`src/rtl/sd_pkg.sv`:
```
// sd_pkg: shared types and constants for the SD CMD-line engine
package sd_pkg;
    typedef enum logic [1:0] {RESP_NONE, RESP_48, RESP_136} resp_t;
    typedef enum logic [2:0] {IDLE, TX_SHIFT, TX_HOLD, RESP_WAIT, RESP_SHIFT, RESP_DONE} state_t;
    localparam int CMD_W = 48;
    localparam int R2_W = 136;
    localparam logic [5:0] CMD0 = 6'd0;
    localparam logic [5:0] CMD2 = 6'd2;
    localparam logic [5:0] CMD9 = 6'd9;
    localparam logic [5:0] CMD41 = 6'd41;
    localparam logic [6:0] CRC7_POLY = 7'h09;

    // response length implied by the command index
    function automatic resp_t resp_type(input logic [5:0] idx);
        resp_t r;
        r = RESP_48;
        if (idx == CMD0) r = RESP_NONE;
        else if (idx == CMD2 || idx == CMD9) r = RESP_136;
        return r;
    endfunction
endpackage

```
`src/rtl/sd_crc7.sv`:
```
// sd_crc7: serial CRC7 (x^7+x^3+1), MSB-first, shared by command and response paths
module sd_crc7
    import sd_pkg::*;
(
    input  logic       clk_400k,
    input  logic       clr,
    input  logic       en,
    input  logic       bit_in,
    output logic [6:0] crc
);
    logic fb;
    assign fb = bit_in ^ crc[6];
    // clear wins over enable so a frame can restart on the cycle it is cleared
    always_ff @(posedge clk_400k)
        if (clr) crc <= '0;
        else if (en) crc <= {crc[5:0], 1'b0} ^ (fb ? CRC7_POLY : 7'h00);
endmodule

```
`src/rtl/sd_cmd_line_ctrl.sv`:
```
// sd_cmd_line_ctrl: serialises SD command frames on CMD and captures/checks the card response
module sd_cmd_line_ctrl
    import sd_pkg::*;
#(
    parameter int P_NCR_MAX = 64
) (
    input  logic         clk_400k,
    input  logic         rst,
    input  logic [5:0]   CMD_ID,
    input  logic [7:0]   Arg1,
    input  logic [7:0]   Arg2,
    input  logic [7:0]   Arg3,
    input  logic [7:0]   Arg4,
    input  logic         Send_CMD_En,
    output logic         Send_CMD_Complite,
    input  logic         Get_CMD_En,
    output logic         Get_CMD_Complite,
    output logic [47:0]  Responce_R1_R3,
    output logic [135:0] Responce_R2,
    output logic         resp_crc_err,
    output logic         resp_timeout,
    output logic         cmd_out,
    output logic         cmd_oe,
    input  logic         cmd_in
);
    state_t state_q, state_d;
    resp_t rtype_q, rtype_d;
    logic [134:0] sh_q, sh_d;
    logic [7:0] cnt_q, cnt_d;
    logic chk_q, chk_d, send_cpl_q, send_cpl_d, get_cpl_q, get_cpl_d;
    logic err_q, err_d, tmo_q, tmo_d;
    logic [47:0] r1_q, r1_d;
    logic [135:0] r2_q, r2_d;
    logic [6:0] crc;
    logic accept, tx_last, rx_start, rx_last, timeout, crc_clr, crc_en, crc_bit;

    assign accept = state_q == IDLE && Send_CMD_En && !send_cpl_q;
    assign tx_last = state_q == TX_SHIFT && cnt_q == 8'(CMD_W - 1);
    assign rx_start = state_q == RESP_WAIT && !cmd_in;
    assign timeout = state_q == RESP_WAIT && cmd_in && cnt_q == 8'(P_NCR_MAX);
    assign rx_last = state_q == RESP_SHIFT && cnt_q == (rtype_q == RESP_136 ? 8'(R2_W - 1) : 8'(CMD_W - 1));
    assign crc_clr = accept || rx_start;
    assign crc_en = (state_q == TX_SHIFT && cnt_q < 8'd40) ||
                    (state_q == RESP_SHIFT && (rtype_q == RESP_136 ? (cnt_q >= 8'd8 && cnt_q <= 8'd127) : cnt_q <= 8'd39));
    assign crc_bit = state_q == TX_SHIFT ? sh_q[47] : cmd_in;

    sd_crc7 u_crc (
        .clk_400k(clk_400k),
        .clr     (crc_clr),
        .en      (crc_en),
        .bit_in  (crc_bit),
        .crc     (crc)
    );

    // state register
    always_ff @(posedge clk_400k)
        if (rst) state_q <= IDLE;
        else state_q <= state_d;

    // next-state logic; RESP_DONE waits for a full Get handshake so no response is dropped
    always_comb begin
        state_d = state_q;
        case (state_q)
            IDLE:       if (accept) state_d = TX_SHIFT;
            TX_SHIFT:   if (tx_last) state_d = rtype_q == RESP_NONE ? TX_HOLD : RESP_WAIT;
            TX_HOLD:    if (!Send_CMD_En) state_d = IDLE;
            RESP_WAIT:  state_d = rx_start ? RESP_SHIFT : timeout ? IDLE : RESP_WAIT;
            RESP_SHIFT: if (rx_last) state_d = RESP_DONE;
            RESP_DONE:  if (get_cpl_q && !Get_CMD_En) state_d = IDLE;
            default:    state_d = IDLE;
        endcase
    end

    // pin outputs; the CRC field is muxed straight from the running CRC after bit 8
    always_comb begin
        cmd_oe = state_q == TX_SHIFT;
        cmd_out = !cmd_oe ? 1'b1 : cnt_q < 8'd40 ? sh_q[47] : cnt_q < 8'd47 ? crc[3'(8'd46 - cnt_q)] : 1'b1;
    end

    // datapath next-state: one shift register serves both TX frame and RX capture
    always_comb begin
        rtype_d = accept ? resp_type(CMD_ID) : rtype_q;
        chk_d = accept ? CMD_ID != CMD41 : chk_q;
        sh_d = accept ? {87'd0, 2'b01, CMD_ID, Arg1, Arg2, Arg3, Arg4, 8'h01} :
               state_q == TX_SHIFT ? sh_q << 1 :
               (rx_start || state_q == RESP_SHIFT) ? {sh_q[133:0], cmd_in} : sh_q;
        cnt_d = accept ? 8'd0 :
                state_q == TX_SHIFT ? (tx_last ? 8'd0 : cnt_q + 8'd1) :
                state_q == RESP_WAIT ? (rx_start ? 8'd1 : cnt_q + 8'd1) :
                state_q == RESP_SHIFT ? cnt_q + 8'd1 : cnt_q;
        r1_d = rx_last && rtype_q == RESP_48 ? {sh_q[46:0], cmd_in} : r1_q;
        r2_d = rx_last && rtype_q == RESP_136 ? {sh_q, cmd_in} : r2_q;
        err_d = rx_last ? chk_q && crc != sh_q[6:0] : err_q;
        tmo_d = accept ? 1'b0 : timeout ? 1'b1 : tmo_q;
        send_cpl_d = tx_last || (send_cpl_q && Send_CMD_En);
        get_cpl_d = state_q == RESP_DONE && Get_CMD_En;
    end

    // datapath registers
    always_ff @(posedge clk_400k)
        if (rst) begin
            rtype_q <= RESP_NONE;
            chk_q <= 1'b0;
            sh_q <= '0;
            cnt_q <= '0;
            r1_q <= '0;
            r2_q <= '0;
            err_q <= 1'b0;
            tmo_q <= 1'b0;
            send_cpl_q <= 1'b0;
            get_cpl_q <= 1'b0;
        end else begin
            rtype_q <= rtype_d;
            chk_q <= chk_d;
            sh_q <= sh_d;
            cnt_q <= cnt_d;
            r1_q <= r1_d;
            r2_q <= r2_d;
            err_q <= err_d;
            tmo_q <= tmo_d;
            send_cpl_q <= send_cpl_d;
            get_cpl_q <= get_cpl_d;
        end

    assign Send_CMD_Complite = send_cpl_q;
    assign Get_CMD_Complite = get_cpl_q;
    assign Responce_R1_R3 = r1_q;
    assign Responce_R2 = r2_q;
    assign resp_crc_err = err_q;
    assign resp_timeout = tmo_q;
endmodule

```
`config.mk`:
```
export PLATFORM = sky130hd
export DESIGN_NAME = sd_cmd_line_ctrl
export DESIGN_NICKNAME = d
export VERILOG_FILES = /design/src/rtl/sd_pkg.sv /design/src/rtl/sd_crc7.sv /design/src/rtl/sd_cmd_line_ctrl.sv
export SDC_FILE = /design/constraint.sdc
export NUM_CORES = 1
export LEC_CHECK = 0
export BUFFER_PORTS_ARGS = -buffer_cell sky130_fd_sc_hd__buf_2
export CAP_MARGIN = 15
export CORE_MARGIN = 2
export CORE_UTILIZATION = 30
export CTS_CLUSTER_DIAMETER = 60
export DETAILED_ROUTE_END_ITERATION = 12
export GPL_TIMING_DRIVEN = 1
export PLACE_DENSITY = 0.5
export SYNTH_ARGS = -nofsm -noshare
export SYNTH_HDL_FRONTEND = slang
export SYNTH_SLANG_ARGS = --single-unit
```
`constraint.sdc`:
```
create_clock -name clk_400k -period 2.5 [get_ports clk_400k]
set_input_delay 0.375 -clock clk_400k [delete_from_list [all_inputs] [get_ports clk_400k]]
set_output_delay 0.375 -clock clk_400k [all_outputs]
set_load 0.005 [all_outputs]
```
### Word level (Yosys, flattened, before mapping)

Index checks and enable logic that the tools add are counted.

* bits in registers: 344
* input bits: 43
* output and inout port bits: 190
* logic and storage cells: 102

* add/subtract/negate cells: 2
* $lt $le $gt $ge: 6
* eq/ne operators: 19
* mux-type cells: 28
* bitwise logic cells: 2
* reduce and logical (&&, ||, !) cells: 32

Operators by type and width (count)
* two-way mux 135 bit: 2
* two-way mux 8 bit: 6
* two-way mux 47 bit: 1
* two-way mux 3 bit: 6
* case mux 3 bit (6 select lines): 1
* logical AND 1 bit: 16
* < comparator 8 x 6 -> 1 bit (second input constant): 2
* adder 8 x 1 -> 8 bit (second input constant): 1
* == test 8 x 6 -> 1 bit (second input constant): 1
* == test 8 x 7 -> 1 bit (second input constant): 1
* == test 8 bit: 1
* >= comparator 8 x 4 -> 1 bit (second input constant): 1
* less-or-equal comparator 8 x 6 -> 1 bit (second input constant): 1
* less-or-equal comparator 8 x 7 -> 1 bit (second input constant): 1
* inequality test 2 bit (second input constant): 4
* two-way mux 1 bit: 7
* inequality test 7 bit: 1
* XOR 7 bit: 1
* == test 3 x 2 -> 1 bit (second input constant): 2
* == test 3 bit (second input constant): 2
* == test 6 x 2 -> 1 bit (second input constant): 1
* == test 6 x 4 -> 1 bit (second input constant): 1
* zero test 6 bit: 1
* two-way mux 2 bit: 3
* 18 further kinds: 25

### Depth between registers and ports, before layout

* depth in word-level cells: 6
* depth in mapped cells: 9
* depth with buffers taken out: 7

### Cells and area by module

From an unflattened synthesis, not the netlist that was laid out.

* cells, all modules: 1472
* area total of the unflattened synthesis: 12887.4 µm²

Modules (own cells, without submodules)
* sd_cmd_line_ctrl: times used 1, cells each 1446, area an instance 12618.4 µm², sequential area each 6746.5 µm²
* sd_crc7: times used 1, cells each 26, area an instance 269.0 µm², sequential area each 140.1 µm²

### Worst setup path before layout

Ideal clock, no wire load.

* path kind: register to output
* start point: register cnt_q[0]
* end point: output port cmd_out
* data arrival time: 1.658 ns
* required time: 2.125 ns
* setup slack: 0.467 ns
* stages on the path, launching flop included: 6
* path buffers: 0
* cell sequence: dfxtp_1 > ha_1 > xor2_1 > mux4_2 > mux2i_1 > a21oi_1

* longest elaborated chain between the ends: 6
* elaborated cells on any way between the ends: 8
* those cells by class: add/sub (1); order compare (2); mux (5)

Ends and longest elaborated chain
* start: declaration: line sd_cmd_line_ctrl.sv:29 `logic [7:0] cnt_q, cnt_d;`
* start signal: assignment: line sd_cmd_line_ctrl.sv:116 `cnt_q <= cnt_d;`
* subtractor 3 bit: line sd_cmd_line_ctrl.sv:77 `cmd_out = !cmd_oe ? 1'b1 : cnt_q < 8'd40 ? sh_q[47] : cnt_q < 8'd47 ? crc[3'(8'd46 - cnt_q)] : 1'b1;`
* binary-select mux 1 bit (select 3 bit): line sd_cmd_line_ctrl.sv:77
* two-way mux 1 bit (not written as such): line sd_cmd_line_ctrl.sv:77
* two-way mux 1 bit: line sd_cmd_line_ctrl.sv:77
* two-way mux 1 bit (*) (2 in series): line sd_cmd_line_ctrl.sv:77
* end: declaration: line sd_cmd_line_ctrl.sv:22 `output logic cmd_out,`

Every way passes the cells marked *; elsewhere a longest branch is shown, timed or not. The select of a mux whose other input is x is not followed.

### Worst setup path after layout

* start point: register cnt_q[1]
* end point: output port cmd_out

Same word-level chain as after synthesis.

==> results.cfg <==
[die]
dieArea_sq_um = 44200
fp.dieW_um = 210
boundaryPins = 233
fp.dieH_um = 210
std_cell_rows = 75
core_area_sq_um = 41900
initial_core_util_pct = 30.4

[placement]
dp_hpwl_um = 22500
gp_congestion = 0.829
placed_area_sq_um = 14400
port_buffers = 232
pre_cts_ws_ps = 216

[worst_setup_path]
cp_data_arrival_time_ps = 2180
critPathKind = register to output pin
slowest_delay_ps = 530
crit_chain = ha_4 -> xor2_2 -> mux4_2 -> mux2i_1 -> a21oi_2 -> buf_2
cp_slowest_cell = mux4_2
worstPathRequired_ps = 2120
crit_fanout = 2
end_kind = output pin
worstSetupStartpointType = register

[routing]
vias = 11200
drc = 0
drtIter0Drc = 616
antenna_left = 0
via_per_inst = 4.75
routedWlPerCell_um = 15.3
dr.pass1.iters = 6
routed_wl_um = 36100

[synthesis]
synth_ff_type = dfxtp_1
yosys_warnings = 0
synth_top_cell_by_area = dfxtp_1
ys_seq_elements = 344
synth.area.top_cells = dfxtp_1 (54%), nand2_1 (19%), a21oi_1 (11%), a311oi_1 (2.7%), nor2_1 (2.0%)
synthesis.area_sq_um = 12700
synth-edff-count = 0
ys_seq_area_share_pct = 54.0
yosysMostFrequentCell = nand2_1
synth_nets = 1658
synthCells = 1613
avgSynthCellArea_sq_um = 7.90
synth_common_cells = nand2_1 (647), dfxtp_1 (344), a21oi_1 (291)
yosys.cell_types.count = 53
synth-async-reset-ratio_pct = 0
synth_top_area_share_pct = 54.0

[clock_tree]
clk_pin_slew_worst_paths_ps = 60
cts.sinks = 344
cts_root_buf = clkbuf_16
numCtsBuffers = 41
holdBufCountCts = 0
clkLatencyLatePin_ps = 560
clk_path_buf_depth = 3
cts_tree = built
cts_max_level = 2

[sta]
drv_slew = 0
fin_ws_ps = -55.8
tightest_slew_ps = 627
setup_viol = 1
skew_ps = 16.0
post-route-period-util_pct = 102
rsz0062_at_grt = true
period_needed_ps = 2560
fin_setup_tns_ps = -55.8
max_freq_ghz = 0.391
hold_slack_ps = 113
slew_headroom_pct = 58.2
hold_viol = 0

[cells_and_area]
multi_input_area_sq_um = 5340
drive_gt1_share_pct = 18.9
seqCellArea_sq_um = 6900
design_area_sq_um = 15800
finalNetCount = 1839
area_delta_synth_final_pct = 24.2
nFillCells = 4387

[global_routing]
grt_pass1_vias = 10600
antenna_found_initial = 1
grt_max_degree = 110
grt_use_total_pct = 15.9
overflow = 0
grt_pass1_wl_um = 57200

[job]
maxCapViolations = 0

[power_and_ir_drop]
vdd_drop_max_mv = 0.427
power_leakage_uw = 0.00594
p_per_area_nw_per_um2 = 834

[run_status]
violations = setup timing
status = finished, violations left

[min_path]
worst_hold_path_type = primary input to register
-- metrics by stage --
stage	power (uW)	cells	util [%]
2_1_floorplan	6710	1613	-
5_1_grt	13800	2362	37.8
6_report	13200	2362	37.8
3_3_place_gp	7140	2287	34.3
4_1_cts	13400	2361	37.8
3_5_place_dp	7160	2287	34.3
-- flip-flops by register name, summed over array words and instances (netlist names) --
signal             count
Send_CMD_Complite      1
resp_crc_err           1
sh_q                 135
cnt_q                  8
rtype_q                2
state_q                3
chk_q                  1
u_crc.crc              7
Responce_R2          136
Responce_R1_R3        48
Get_CMD_Complite       1
resp_timeout           1
-- kinds of logic after synthesis --
logic type                 after synthesis  synth area share (%)
xor gates and xnor gates                16                  1.10
DFF                                    344                  54.0
and+or+nand+nor                        764                  23.8
AOI/OAI and AO/OA                      350                  15.3
adders and majority gates                2                 0.196
buffers and inverters                  125                  4.50
muxes                                   12                  1.05
-- layout by cell type (no fill, tap or decap), types with 2 or more instances in the layout --
cell         n
nand2_1    647
dfxtp_1    341
a21oi_1    290
buf_2      231
nor2_1      68
clkbuf_16   41
a311oi_1    40
buf_4       15
clkbuf_8    11
buf_12      11
mux2i_1     10
xor2_1       8
nand3_1      7
xnor2_1      7
clkbuf_1     6
inv_1        5
o21ai_0      5
nand2b_1     4
nor2b_1      4
a31oi_1      4
nor3_1       4
inv_6        4
bufinv_16    4
nor4b_1      2
nand4_1      2
nand4b_1     2
o21bai_1     2
nor3b_1      2
or3_1        2
and3b_1      2
clkinv_8     2
dfxtp_4      2
-- worst max-delay path, delay by kind of cell, from the launching register on --
kind / cells / cell delay (ps)
AOI/OAI and AO/OA: 1 / 90
xor gates and xnor gates: 1 / 180
adders and majority gates: 1 / 140
buffers and inverters: 1 / 150
DFF: 1 / 360
muxes: 2 / 720
-- metal layers --
metal	up-vias	track usage, %	part of all wire, %
li1	5666	-	-
met1	5253	20.5	45
met2	241	26.3	47
met3	58	3.72	5.9
met4	0	5.65	2.5
met5	-	0	0
-- power breakdown --
| part | internal (uW) | switching [uW] | leakage [uW] |
|---|---|---|---|
| clock | 3770 | 2400 | 0.000688 |
| sequential | 5640 | 179 | 0.00278 |
| combinational | 364 | 847 | 0.00247 |
-- final timing paths --
path                                      from                           end  depth (start not counted)  slack [ps]
hold reg to reg   Responce_R2[48]$_SDFFE_PP0P_  Responce_R2[48]$_SDFFE_PP0P_                          2         450
setup reg to reg         cnt_q[1]$_SDFFE_PP0P_  Responce_R2[39]$_SDFFE_PP0P_                          8         320
setup / recovery         cnt_q[1]$_SDFFE_PP0P_                       cmd_out                          6         -60
hold / removal                     Send_CMD_En  Send_CMD_Complite$_SDFF_PP0_                          3         110
-- area by class of cell --
cell class | instances | share of cell area [%]
sequential | 344 | 43.5
tap | 539 | 4.26
multi-input combinational | 1144 | 33.7
clock buffer | 58 | 7.58
clock inverter | 13 | 1.32
antenna | 1 | 0.0158
timing repair buffer | 258 | 9.47
inverter | 5 | 0.119
-- timing repair --
item	4_1_cts	5_1_grt
setup endpoints to repair	1	1
buffers inserted	3	0
cloned	0	0
hold endpoints to repair	0	0
pin swaps	2	0
gates resized for setup	9	0
(Power assumes the default switching activity.)
